==> config.mk <==
export PLATFORM = sky130hd
export DESIGN_NAME = sipo_deserializer
export DESIGN_NICKNAME = d
export VERILOG_FILES = /design/src/rtl/sipo_deserializer.sv
export SDC_FILE = /design/constraint.sdc
export NUM_CORES = 1
export LEC_CHECK = 0
export ABC_CLOCK_PERIOD_IN_PS = 1350
export BUFFER_PORTS_ARGS = -buffer_cell sky130_fd_sc_hd__buf_2
export CAP_MARGIN = 20
export CORE_MARGIN = 1.5
export CORE_UTILIZATION = 43
export CTS_CLUSTER_DIAMETER = 60
export DETAILED_ROUTE_END_ITERATION = 6
export PLACE_DENSITY = 0.69
export SYNTH_ARGS = -nofsm -noshare
export SYNTH_HDL_FRONTEND = slang
export SYNTH_SLANG_ARGS = --single-unit
==> constraint.sdc <==
create_clock -name clk -period 1.35 [get_ports clk]
set_input_delay 0.135 -clock clk [delete_from_list [all_inputs] [get_ports clk]]
set_output_delay 0.135 -clock clk [all_outputs]
set_load 0.02 [all_outputs]
==> src/rtl/sipo_deserializer.sv <==
// Serial-in/parallel-out deserializer with selectable bit order and frame resync.
// Completed words wait in a holding register behind a valid/ready handshake.
module sipo_deserializer #(
  parameter int WIDTH     = 8,
  parameter bit LSB_FIRST = 1'b0,
  parameter int CNT_W     = $clog2(WIDTH)
) (
  input  logic             clk,
  input  logic             reset,
  input  logic             bit_valid,
  input  logic             bit_in,
  input  logic             frame_start,
  output logic [WIDTH-1:0] word_data,
  output logic             word_valid,
  input  logic             word_ready,
  output logic [CNT_W-1:0] bit_count,
  output logic             overrun,
  input  logic             clr_overrun
);

  localparam logic [CNT_W-1:0] LAST_IDX = CNT_W'(WIDTH - 1);

  logic [WIDTH-1:0] shQ, shD;
  logic [CNT_W-1:0] cntQ, cntD;
  logic [WIDTH-1:0] dataQ, dataD;
  logic             validQ, validD;
  logic             overrunQ, overrunD;

  logic [CNT_W-1:0] cntEff;
  logic [WIDTH-1:0] shifted;
  logic             complete;
  logic             transfer;

  // A frame_start bit restarts the word at position 0, dropping any partial bits.
  always_comb begin
    cntEff = frame_start ? '0 : cntQ;
    if (LSB_FIRST) begin
      shifted = {bit_in, shQ[WIDTH-1:1]};
    end else begin
      shifted = {shQ[WIDTH-2:0], bit_in};
    end
    complete = bit_valid && (cntEff == LAST_IDX);
    transfer = validQ && word_ready;
  end

  always_comb begin
    shD      = shQ;
    cntD     = cntQ;
    dataD    = dataQ;
    validD   = validQ;
    overrunD = overrunQ;

    if (bit_valid) begin
      shD  = shifted;
      cntD = complete ? '0 : cntEff + CNT_W'(1);
    end

    if (transfer) begin
      validD = 1'b0;
    end

    if (clr_overrun) begin
      overrunD = 1'b0;
    end

    // A finished word is only dropped when the holding register is full and not draining.
    if (complete) begin
      if (!validQ || word_ready) begin
        dataD  = shifted;
        validD = 1'b1;
      end else begin
        overrunD = 1'b1;
      end
    end
  end

  always_ff @(posedge clk) begin
    if (reset) begin
      shQ      <= '0;
      cntQ     <= '0;
      dataQ    <= '0;
      validQ   <= 1'b0;
      overrunQ <= 1'b0;
    end else begin
      shQ      <= shD;
      cntQ     <= cntD;
      dataQ    <= dataD;
      validQ   <= validD;
      overrunQ <= overrunD;
    end
  end

  assign word_data  = dataQ;
  assign word_valid = validQ;
  assign bit_count  = cntQ;
  assign overrun    = overrunQ;

endmodule

==> impl_metrics.env <==
export IMPL_internal_power_mw=0.856
export IMPL_swShare_pct=21.3
export IMPL_ant_nets=0
export IMPL_skew_ns=0.00223
export IMPL_cts_sinks=20
export IMPL_crit_required_ns=1.58
export IMPL_clkTransAtPathRegs_ns=0.12
export IMPL_die_w_um=47.6
export IMPL_async_flop_share_pct=0
export IMPL_power_leakage_nw=0.459
export IMPL_nets=117
export IMPL_drt_iter0_markers=5
export IMPL_arrival_ns=1.61
export IMPL_initial_core_util_pct=47.6
export IMPL_via_per_inst=4.60
export IMPL_first_global_vias=488
export IMPL_cts_root_buf="clkbuf_4"
export IMPL_worst_slew_pin_slew_ns=0.379
export IMPL_yosysSeqAreaShare_pct=46.7
export IMPL_clk_latency_ns=0.30
export IMPL_clock_path_buffers=2
export IMPL_ios=20
export IMPL_cts_tree="built"
export IMPL_r2r_setup_slack_ns=-0.03
export IMPL_synthTopCellsByArea="dfxtp_1, mux2i_1, nand2b_1"
export IMPL_grt_max_degree=29
export IMPL_whs_path_depth=3
export IMPL_die_h_um=47.6
export IMPL_die_area_um2=2270
export IMPL_drv_cap=0
export IMPL_area_delta_synth_final_pct=26.4
export IMPL_end_kind="flop"
export IMPL_synth_top_area_share_pct=46.7
export IMPL_synth_ff_type="dfxtp_1"
export IMPL_reg2reg_from="bit_count[1]"
export IMPL_yosys_warnings=0
export IMPL_gr_total_overflow=0
export IMPL_grt_pass1_wl_mm=2.23
export IMPL_netlist_area_um2=857
export IMPL_first_pass_iters=4
export IMPL_r2r_cells=6
export IMPL_crit_path_frequent_cell="ha_4"
export IMPL_synth_distinct_cells=14
export IMPL_drc=0
export IMPL_cts_setup_buffers=0
export IMPL_violations="negative setup slack"
export IMPL_vias=607
export IMPL_fillers=169
export IMPL_p_sw_mw=0.231
export IMPL_final_max_slew_viol_count=0
export IMPL_diodes=0
export IMPL_rsz0062_at_grt="yes"
export IMPL_power_share_sequential_pct=55.2
export IMPL_track_usage_pct=14.8
export IMPL_min_to="shQ[0]"
export IMPL_post_place_ws_ns=-0.119
export IMPL_r2r_end="word_data[2]"
export IMPL_antenna_found_initial=0
export IMPL_core_um2=1800
export IMPL_outcome="complete, but fails checks"
export IMPL_critPathLaunch="bit_count[1]"
export IMPL_setup_viol=8
export IMPL_ys_ff_latch=20
export IMPL_routed_wl_mm=1.49
export IMPL_dp_hpwl_mm=1.02
export IMPL_cts_htree_levels=1
export IMPL_syn_nets=94
export IMPL_numCtsBuffers=3
export IMPL_wire_per_inst_um=11.3
export IMPL_portBuffers=19
export IMPL_startpoint_type="flop"
export IMPL_max_stage_delay_ns=0.37
export IMPL_fmax_mhz=725
export IMPL_netlist_instances=85
export IMPL_pwr_density_cell_nw_per_um2=1000
export IMPL_power_share_clock_pct=38.0
export IMPL_synth_edf_count=0
export IMPL_setup_tns_final_ns=-0.0813
export IMPL_synth_area_per_cell_um2=10.1
export IMPL_yosysTopAreaCell="dfxtp_1"
export IMPL_ir_drop_uv=833
export IMPL_critPathSlowestCell="dfxtp_4"
export IMPL_maxSlewHeadroom_pct=74.7
export IMPL_worstSetupPathType="flop to flop"
export IMPL_routabilityCongestion=0.710
export IMPL_min_period_over_period_pct=102
export IMPL_drive_gt1_share_pct=32.7
export IMPL_path_max_fanout=8
export IMPL_min_from="bit_in"
export IMPL_comb_power_share_pct=6.8
export IMPL_hold_viol=0
export IMPL_min_period_ns=1.38
export IMPL_place_area_um2=1000
export IMPL_fin_ws_ns=-0.0302
export IMPL_worstPathCellList="nor2b_4 -> ha_4 -> ha_4 -> nand2_4 -> nor2_8 -> mux2i_1"
export IMPL_hold_path_class="input port to flop"
export IMPL_fin_util_pct=60.1
export IMPL_post_route_cell_area_um2=1080
export IMPL_power_total_mw=1.09
export IMPL_num_rows=15
==> registers in the layout, summed over array words and instances, names as in the netlist <==
| name | flops |
|---|---|
| word_valid | 1 |
| word_data | 8 |
| bit_count | 3 |
| overrun | 1 |
| shQ | 7 |
==> Yosys cell counts (2+ instances only) <==
library cell and count:
nor2b_1 6, a21oi_1 4, nand2b_1 18, dfxtp_1 20, nor2_1 11, ha_1 2
buf_2 3, mux2i_1 15
==> routing by layer <==
metal	global-route usage, %	routed length, um	vias up
met3	3.40	46	2
li1	-	-	322
met1	19.1	720	273
met4	8.11	12	0
met2	23.0	709	10
met5	0	0	-
==> stage by stage <==
step	hold slack, ns	instances
after global placement	0.390	128
after global routing	0.0836	132
final	0.0826	132
after detailed placement	0.398	128
after CTS	0.0696	132
after floorplan	0.282	85
==> cell type report <==
type	count	area (um^2)	share of cell area [%]
multi-input cells	60	475	43.9
flip-flops and latches	20	408	37.6
well taps	25	31.3	2.89
repair buffers	22	118	10.9
clock buffers	4	47.5	4.39
inverters	1	3.75	0.346
==> critical path: cells and delay by family (launching register included) <==
family | cells | cell delay, ns
simple gates | 3 | 0.43
fa+ha+maj | 2 | 0.30
flops | 1 | 0.37
mux | 1 | 0.21
==> power by group through the flow <==
stage / clock [mW] / combinational [mW] / sequential (mW)
after global placement: 0 / 0.0693 / 0.612
after CTS: 0.430 / 0.0732 / 0.600
after global routing: 0.458 / 0.0809 / 0.601
final: 0.414 / 0.0739 / 0.600
after floorplan: 0 / 0.0444 / 0.617
after detailed placement: 0 / 0.0709 / 0.613
==> worst max path at each step <==
stage                        end  slack, ns  depth (start not counted)
global placement    word_data[2]      -0.04                          6
finish              word_data[2]      -0.03                          6
CTS                 word_data[2]      -0.08                          6
detailed placement  word_data[6]      -0.12                          6
global route        word_data[2]      -0.11                          6
floorplan           word_data[0]      0.002                          6
==> placed cells by master (no fill, tap or decap) <==
| master | instances |
|---|---|
| buf_4 | 3 |
| clkbuf_16 | 1 |
| nor2_8 | 1 |
| ha_4 | 2 |
| nor2_1 | 11 |
| nor2b_2 | 1 |
| mux2i_1 | 15 |
| dfxtp_1 | 18 |
| nand2_4 | 1 |
| buf_2 | 19 |
| a21oi_1 | 4 |
| clkbuf_4 | 3 |
| nand2b_1 | 18 |
| nor2b_1 | 4 |
| a32oi_1 | 1 |
| inv_1 | 1 |
| nor2b_4 | 2 |
| dfxtp_4 | 2 |
==> logic make-up after synthesis <==
group	after synthesis	synth area share, %
and+or+nand+nor	38	26.4
DFF	20	46.7
muxes	15	17.5
buffers and inverters	5	3.07
AOI/OAI and AO/OA	5	3.36
adders and majority gates	2	2.92
==> timing repair <==
action / in CTS / in global routing
hold buffers: 0 / 0
setup endpoints to repair: 10 / 12
endpoints found under the hold margin: 0 / 0
pin swaps: 2 / 2
resized for setup: 5 / 1
Power figures use the tool's default switching activity.
